## src/rtl/pc_pkg.sv

```systemverilog
// Shared definitions for the program-counter sequencer.
// Op encodings and the decoded-control bundle.
package pc_pkg;

  localparam int OP_W = 3;

  typedef enum logic [OP_W-1:0] {
    PC_INC    = 3'd0,
    PC_JUMP   = 3'd1,
    PC_BRANCH = 3'd2,
    PC_CALL   = 3'd3,
    PC_RET    = 3'd4
  } pc_op_e;

  typedef struct packed {
    logic jump;
    logic branch;
    logic call;
    logic ret;
  } pc_dec_t;

endpackage

```

## src/rtl/pc_return_stack.sv

```systemverilog
// LIFO of return addresses; entries are not reset, only the depth.
// dout is the most recently pushed entry while depth is non-zero.
module pc_return_stack #(
  parameter int WIDTH = 8,
  parameter int DEPTH = 4
) (
  input  logic                       clk,
  input  logic                       reset,
  input  logic                       push,
  input  logic                       pop,
  input  logic [WIDTH-1:0]           din,
  output logic [WIDTH-1:0]           dout,
  output logic [$clog2(DEPTH+1)-1:0] depth
);

  localparam int DW = $clog2(DEPTH + 1);
  localparam int IW = (DEPTH > 1) ? $clog2(DEPTH) : 1;

  logic [WIDTH-1:0] mem_q [DEPTH];
  logic [DW-1:0]    depth_q;
  logic [DW-1:0]    depth_d;
  logic [DW-1:0]    top_full;
  logic [IW-1:0]    wr_idx;
  logic [IW-1:0]    rd_idx;
  logic             do_push;
  logic             do_pop;

  assign do_push  = push && (depth_q != DW'(DEPTH));
  assign do_pop   = pop && !push && (depth_q != '0);
  assign top_full = depth_q - DW'(1);
  assign wr_idx   = depth_q[IW-1:0];
  assign rd_idx   = top_full[IW-1:0];

  always_comb begin
    depth_d = depth_q;
    unique case (1'b1)
      do_push: depth_d = depth_q + DW'(1);
      do_pop:  depth_d = depth_q - DW'(1);
      default: depth_d = depth_q;
    endcase
  end

  always_ff @(posedge clk or negedge reset) begin
    if (!reset) depth_q <= '0;
    else        depth_q <= depth_d;
  end

  always_ff @(posedge clk) begin
    if (do_push) mem_q[wr_idx] <= din;
  end

  assign dout  = mem_q[rd_idx];
  assign depth = depth_q;

endmodule

```

## src/rtl/pc_sequencer.sv

```systemverilog
// Program counter with INC/JUMP/BRANCH/CALL/RET and a return stack.
// Stack overflow/underflow leaves PC and stack alone and sets sticky fault.
module pc_sequencer
  import pc_pkg::*;
#(
  parameter int WIDTH        = 8,
  parameter int DEPTH        = 4,
  parameter int RESET_VECTOR = 0,
  parameter int STEP         = 1
) (
  input  logic                       clk,
  input  logic                       reset,
  input  logic                       en,
  input  logic [2:0]                 op,
  input  logic                       cond,
  input  logic [WIDTH-1:0]           target,
  input  logic                       clr_fault,
  output logic [WIDTH-1:0]           pc,
  output logic [$clog2(DEPTH+1)-1:0] depth,
  output logic                       stack_full,
  output logic                       stack_empty,
  output logic                       fault
);

  localparam int DW = $clog2(DEPTH + 1);

  logic [WIDTH-1:0] pc_q;
  logic [WIDTH-1:0] pc_d;
  logic             fault_q;
  logic             fault_d;
  logic [WIDTH-1:0] seq_pc;
  logic [WIDTH-1:0] br_pc;
  logic [WIDTH-1:0] ret_pc;
  logic [DW-1:0]    depth_w;
  logic             full;
  logic             empty;
  logic             push;
  logic             pop;
  logic             err;
  pc_dec_t          dec;

  assign seq_pc = pc_q + WIDTH'(STEP);
  // Same-width add is the sign-extended offset add modulo 2^WIDTH
  assign br_pc  = pc_q + target;
  assign full   = (depth_w == DW'(DEPTH));
  assign empty  = (depth_w == '0);

  always_comb begin
    dec = '0;
    unique case (1'b1)
      (op == PC_JUMP):   dec.jump   = 1'b1;
      (op == PC_BRANCH): dec.branch = 1'b1;
      (op == PC_CALL):   dec.call   = 1'b1;
      (op == PC_RET):    dec.ret    = 1'b1;
      default:           dec        = '0;
    endcase
  end

  always_comb begin
    pc_d = pc_q;
    push = 1'b0;
    pop  = 1'b0;
    err  = 1'b0;
    if (en) begin
      unique case (1'b1)
        dec.jump:   pc_d = target;
        dec.branch: pc_d = cond ? br_pc : seq_pc;
        dec.call: begin
          if (full) begin
            err = 1'b1;
          end else begin
            push = 1'b1;
            pc_d = target;
          end
        end
        dec.ret: begin
          if (empty) begin
            err = 1'b1;
          end else begin
            pop  = 1'b1;
            pc_d = ret_pc;
          end
        end
        default:    pc_d = seq_pc;
      endcase
    end
  end

  // A new fault on the same edge as clr_fault wins
  assign fault_d = err | (fault_q & ~clr_fault);

  always_ff @(posedge clk or negedge reset) begin
    if (!reset) begin
      pc_q    <= WIDTH'(RESET_VECTOR);
      fault_q <= 1'b0;
    end else begin
      pc_q    <= pc_d;
      fault_q <= fault_d;
    end
  end

  pc_return_stack #(
    .WIDTH (WIDTH),
    .DEPTH (DEPTH)
  ) u_stack (
    .clk   (clk),
    .reset (reset),
    .push  (push),
    .pop   (pop),
    .din   (seq_pc),
    .dout  (ret_pc),
    .depth (depth_w)
  );

  assign pc          = pc_q;
  assign depth       = depth_w;
  assign stack_full  = full;
  assign stack_empty = empty;
  assign fault       = fault_q;

endmodule

```

## config.mk

```make
export PLATFORM = sky130hd
export DESIGN_NAME = pc_sequencer
export DESIGN_NICKNAME = d
export VERILOG_FILES = /design/src/rtl/pc_pkg.sv /design/src/rtl/pc_return_stack.sv /design/src/rtl/pc_sequencer.sv
export SDC_FILE = /design/constraint.sdc
export NUM_CORES = 1
export LEC_CHECK = 0
export CAP_MARGIN = 20
export CORE_AREA = 4 4 88 90
export DETAILED_ROUTE_END_ITERATION = 6
export DIE_AREA = 0 0 92 94
export SKIP_LAST_GASP = 1
export SLEW_MARGIN = 20
export SYNTH_ARGS = -nofsm -noshare
export SYNTH_HDL_FRONTEND = slang
export SYNTH_SLANG_ARGS = --single-unit
```

## constraint.sdc

```tcl
create_clock -name clk -period 2.8 [get_ports clk]
set_clock_uncertainty 0.1 [all_clocks]
set_input_delay 0.56 -clock clk [delete_from_list [all_inputs] [get_ports clk]]
set_output_delay 0.56 -clock clk [all_outputs]
set_load 0.01 [all_outputs]
```

## After elaboration in Yosys (flattened, before gate mapping)

Memory sizes are Yosys's and may differ from the RTL's.
Index checks and enable logic that the tools add are counted.

- Memory bits (writable): 32
- Register bits: 12
- Output and inout bits: 14
- Memories: 1
- Logic and storage cells: 48
- Input port bits: 16

- Equality and inequality tests: 8
- Add/subtract/negate cells: 4
- Reductions and logical operators: 8
- Multiplexer cells: 21
- Bitwise operators: 3

Memories:

| memory | words | width | rd ports | clocked after memory_dff | wr ports | line | source |
|---|---|---|---|---|---|---|---|
| u_stack.mem_q | 4 | 8 | 1 | 0 | 1 | pc_return_stack.sv:19 | `logic [WIDTH-1:0] mem_q [DEPTH];` |

Operator list:

| operator | count |
|---|---|
| one-hot mux 8 bit (4 select lines) | 1 |
| two-way mux 8 bit | 3 |
| two-way mux 1 bit | 15 |
| adder 8 x 1 -> 8 bit (second input constant) | 1 |
| adder 8 bit | 1 |
| == test 3 x 2 -> 1 bit (second input constant) | 2 |
| == test 3 bit (second input constant) | 2 |
| one-hot mux 3 bit (2 select lines) | 1 |
| inequality test 2 bit (second input constant) | 2 |
| adder 3 x 1 -> 3 bit (second input constant) | 1 |
| == test 3 x 1 -> 1 bit (second input constant) | 1 |
| logical AND 1 bit | 3 |
| logical NOT 3 bit | 1 |
| inequality test 3 bit (second input constant) | 1 |
| AND reduction 3 bit | 1 |
| nonzero test 3 bit | 1 |
| subtractor 3 x 1 -> 3 bit (second input constant) | 1 |
| one-hot mux 1 bit (2 select lines) | 1 |
| nonzero test 2 bit | 1 |
| AND 1 bit | 1 |
| logical NOT 1 bit | 1 |
| NOT 1 bit | 1 |
| OR 1 bit | 1 |

## Depth between registers and ports, before layout

- Word-level depth: 8
- Mapped depth: 9
- Depth with buffers taken out: 8

## Hierarchy

Synthesis repeated with hierarchy kept, for this count alone.

- Cell total of the unflattened synthesis: 212
- Area, all modules: 2601.2 µm²

Modules (own cells, without submodules):

| module | cells an instance | instances | seq. area each (µm²) | area an instance (µm²) |
|---|---|---|---|---|
| pc_return_stack | 69 | 1 | 1036.0 | 1448.9 |
| pc_sequencer | 143 | 1 | 225.2 | 1152.4 |

## Worst setup path after synthesis

Ideal clock, no wire load.

- Path kind: flip-flop to flip-flop
- From: register u_stack.depth_q[0] (netlist: u_stack.depth[0])
- To: register pc_q[3] (netlist: pc[3])
- Path buffers: 2
- Setup slack: 0.566 ns
- Stages on the path, launching flop included: 10
- Data required time: 2.574 ns
- Arrival: 2.007 ns
- Period minus slack after synthesis: 2.234 ns
- Library setup time: 0.126 ns
- Cells stage by stage: dfrtp_1 > buf_6 > inv_1 > ha_1 > clkbuf_2 > mux4_2 > nor3b_1 > a21oi_2 > o21ai_1 > o32a_1

- Longest elaborated chain between the ends: 4
- Elaborated cells on any way between the ends: 9
- Those cells by class: add/sub: 1; eq/ne: 3; mux: 2; reduce/logical: 2; memory: 1

RTL lines:

| item | line | source |
|---|---|---|
| from (decl) | pc_return_stack.sv:20 | `logic [DW-1:0] depth_q;` |
| from (signal assigned) | pc_return_stack.sv:45 | `else depth_q <= depth_d;` |
| subtractor 3 x 1 -> 3 bit | pc_return_stack.sv:30 | `assign top_full = depth_q - DW'(1);` |
| memory read (4 x 8 bit) | -- |  |
| two-way mux 8 bit | pc_sequencer.sv:77 | `if (empty) begin` |
| one-hot mux 8 bit (4 select lines) | pc_sequencer.sv:65 | `unique case (1'b1)` |
| to (signal assigned) | pc_sequencer.sv:94 | `pc_q <= WIDTH'(RESET_VECTOR);` |
| to (signal assigned) | pc_sequencer.sv:97 | `pc_q <= pc_d;` |
| to (decl) | pc_sequencer.sv:27 | `logic [WIDTH-1:0] pc_q;` |

Several ways; a longest one is shown, not always the timed one. The select of a mux whose other input is x is not followed.
A chain may end at the register's enable or synchronous reset.

## Worst setup path in the final report

- From: register u_stack.depth_q[1] (netlist: u_stack.depth[1])
- To: output port stack_empty

- Longest elaborated chain between the ends: 1

RTL lines:

| item | line | source |
|---|---|---|
| logical NOT 3 bit | pc_sequencer.sv:46 | `assign empty = (depth_w == '0);` |
| to (decl) | pc_sequencer.sv:21 | `output logic stack_empty,` |

No other way between the ends.

==> results.sh <==
export IMPL_run_status="finished clean"
export IMPL_critPathArrivalTime_ps=1880
export IMPL_syn2layout_area_growth_pct=21.1
export IMPL_p_leak_nw=1.25
export IMPL_ys_seq_elements=44
export IMPL_pin_count=30
export IMPL_core_sq_um=7060
export IMPL_grt_remaining_overflow=0
export IMPL_antennaDiodeCount=0
export IMPL_p_per_area_nw_per_um2=828
export IMPL_syn_inst=244
export IMPL_cp_cell_sequence="inv_1, ha_1, nand2b_1, inv_1, clkdlybuf4s50_1"
export IMPL_grt_usage_pct=16.5
export IMPL_htree_levels=2
export IMPL_synth_top_cell_area_share_pct=35.3
export IMPL_cp_end_kind="primary output"
export IMPL_critPathTopFamily="buffers and inverters"
export IMPL_finalHoldViolations=0
export IMPL_synth_avg_cell_area_sq_um=11.2
export IMPL_power_total_mw=2.73
export IMPL_rows=31
export IMPL_drv_cap=0
export IMPL_synth_nets=274
export IMPL_gp_congestion=0.905
export IMPL_cts_sinks=44
export IMPL_yosysWarnings=0
export IMPL_finalSetupTns_ps=0
export IMPL_worst_setup_path_type="flip-flop to primary output"
export IMPL_combPwrFrac_pct=46.1
export IMPL_synth_area_top_cells="edfxtp_1, dfrtp_1, ha_1, mux4_2, a21oi_1"
export IMPL_rsz0062_at_grt="no"
export IMPL_drive_above_1_share_pct=11.9
export IMPL_ant_nets=0
export IMPL_p_sw_mw=1.00
export IMPL_initial_utilization_pct=38.6
export IMPL_max_slew_margin_rel_pct=54.8
export IMPL_irDropWorstVdd_mv=0.326
export IMPL_crit_path_top_delay_cell="clkdlybuf4s50_1"
export IMPL_finalSetupViolations=0
export IMPL_clkPwrFrac_pct=18.4
export IMPL_fin_crit_sh_pct=90.7
export IMPL_post_drt_wl_per_cell_microns=17.5
export IMPL_fmax_mhz=394
export IMPL_hold_buffers=0
export IMPL_num_vias=2114
export IMPL_yosysUniqueCellTypes=59
export IMPL_cts_buffer_depth=2
export IMPL_internal_power_mw=1.73
export IMPL_via_per_inst=5.51
export IMPL_tightest_slew_ps=674
export IMPL_clock_latency_ps=300
export IMPL_die_height_microns=94
export IMPL_antenna_found_initial=0
export IMPL_die_area_sq_um=8650
export IMPL_worstPathRequired_ps=2140
export IMPL_cp_max_fo=6
export IMPL_postSynth_asyncResetShare_pct=27.3
export IMPL_seqPwrFrac_pct=35.5
export IMPL_seq_area_frac_synth_pct=46.3
export IMPL_hpwl_mm=5.09
export IMPL_grt_first_pass_wirelength_mm=11.0
export IMPL_fillCellCount=679
export IMPL_start_kind="flip-flop"
export IMPL_cts_root_buf="clkbuf_8"
export IMPL_synth_main_ff_cell="edfxtp_1"
export IMPL_grt_start_max_net_pins=20
export IMPL_swShare_pct=36.7
export IMPL_slowest_delay_ps=530
export IMPL_postCtsSetupBuffers=0
export IMPL_drc_errors=0
export IMPL_cts_tree="built"
export IMPL_hold_class="flip-flop to flip-flop"
export IMPL_first_iter_violations=106
export IMPL_slew_viol_final=0
export IMPL_portBuffers=29
export IMPL_path_clk_slew_ps=80
export IMPL_final_nets=314
export IMPL_drt_wl_total_mm=6.70
export IMPL_cp_num_buf_inv=3
export IMPL_cp_common_cell="inv_1"
export IMPL_firstDrtPassIters=4
export IMPL_synth_top_area_cell="edfxtp_1"
export IMPL_synth_enable_flop_cells=32
export IMPL_grt_pass1_vias=2145
export IMPL_ctsResizeCount=0
export IMPL_finalCriticalPeriod_ps=2540
export IMPL_cts_buffers=5
export IMPL_die_x_microns=92
export IMPL_netlist_area_sq_um=2720
## cells in the mapped netlist (4+ instances only)
| library cell | instances |
|---|---|
| nand2_1 | 13 |
| o21ai_0 | 14 |
| o21ai_1 | 5 |
| a21o_1 | 4 |
| edfxtp_1 | 32 |
| a31oi_1 | 7 |
| inv_1 | 16 |
| dfrtp_1 | 12 |
| nand3_1 | 10 |
| xnor2_1 | 8 |
| ha_1 | 13 |
| a21oi_1 | 14 |
| and2_1 | 5 |
| nand2b_1 | 5 |
| mux4_2 | 6 |
| nor2_1 | 12 |
## final timing paths
path | slack [ps] | end | from | cells past startpoint
worst max-delay path | 260 | stack_empty | u_stack.depth[1] | 5
worst min-delay path | 420 | u_stack.depth[2] | u_stack.depth[2] | 1
worst max register to register | 560 | pc[5] | u_stack.depth[1] | 8
worst min register to register | 420 | u_stack.depth[2] | u_stack.depth[2] | 1
max in group asynchronous | 1620 | u_stack.depth[1] | reset | 1
min in group asynchronous | 550 | pc[4] | reset | 1
## cells in the final DEF, fill, tap and decap left out, drive strengths merged, types with 3 or more instances in the layout
master / n
a21o: 4
a21oi: 15
a22oi: 3
a31oi: 7
and2: 5
buf: 14
clkbuf: 5
clkdlybuf4s50: 29
dfrtp: 12
edfxtp: 32
ha: 13
inv: 17
mux4: 8
nand2: 13
nand2b: 5
nand3: 10
nand4b: 3
nor2: 12
nor2b: 3
nor3: 3
o211ai: 3
o21a: 3
o21ai: 19
xnor2: 8
xor2: 3
## stage by stage
| step | worst slack, ps | std cells | instance area, sq um | hold slack [ps] | util (%) |
|---|---|---|---|---|---|
| after CTS | 250 | 384 | 3300 | 428 | 46.7 |
| after global placement | 153 | 376 | 3180 | 405 | 45.1 |
| after global routing | 133 | 384 | 3300 | 444 | 46.7 |
| final | 261 | 384 | 3300 | 422 | 46.7 |
| after detailed placement | 126 | 376 | 3180 | 417 | 45.1 |
| after floorplan | 566 | 244 | 2720 | 164 | - |
## metal layers
| layer | part of all wire, % | up-vias | global-route usage (%) | routed length [microns] |
|---|---|---|---|---|
| li1 | - | 1008 | - | - |
| met1 | 44 | 1029 | 21.6 | 2920 |
| met2 | 49 | 63 | 27.3 | 3290 |
| met3 | 4.6 | 14 | 3.13 | 311 |
| met4 | 2.7 | 0 | 6.19 | 181 |
| met5 | 0 | - | 0 | 0 |
## final cells by class
class,count,area [sq um],share of cell area (%)
multi-input combinational,173,1340,40.5
sequential,44,1260,38.3
timing repair buffer,43,395,12.0
tap,99,124,3.76
clock buffer,5,68.8,2.09
inverter,17,65.1,1.97
clock inverter,3,46.3,1.40
## sequential cells by signal, summed over array words and instances, names as in the netlist
signal	count
fault	1
pc	8
u_stack.depth	3
u_stack.mem_q	32
## kinds of logic after synthesis
family	share of synthesized area, %
AO/OA/AOI/OAI	18.4
XOR/XNOR	3.54
adder cells (fa/ha/maj)	6.71
buffers and inverters	4.60
flip-flops	46.3
multiplexers	7.63
AND/OR/NAND/NOR	12.8
## power by group through the flow
stage          sequential [mW]  clock [mW]  combinational, mW
6_report                 0.969       0.502               1.26
5_1_grt                  0.989       0.554               1.39
4_1_cts                  0.973       0.519               1.27
3_5_place_dp             0.986           0               1.26
3_3_place_gp             0.982           0               1.25
2_1_floorplan            0.980           0              0.814
(Power assumes the default switching activity.)
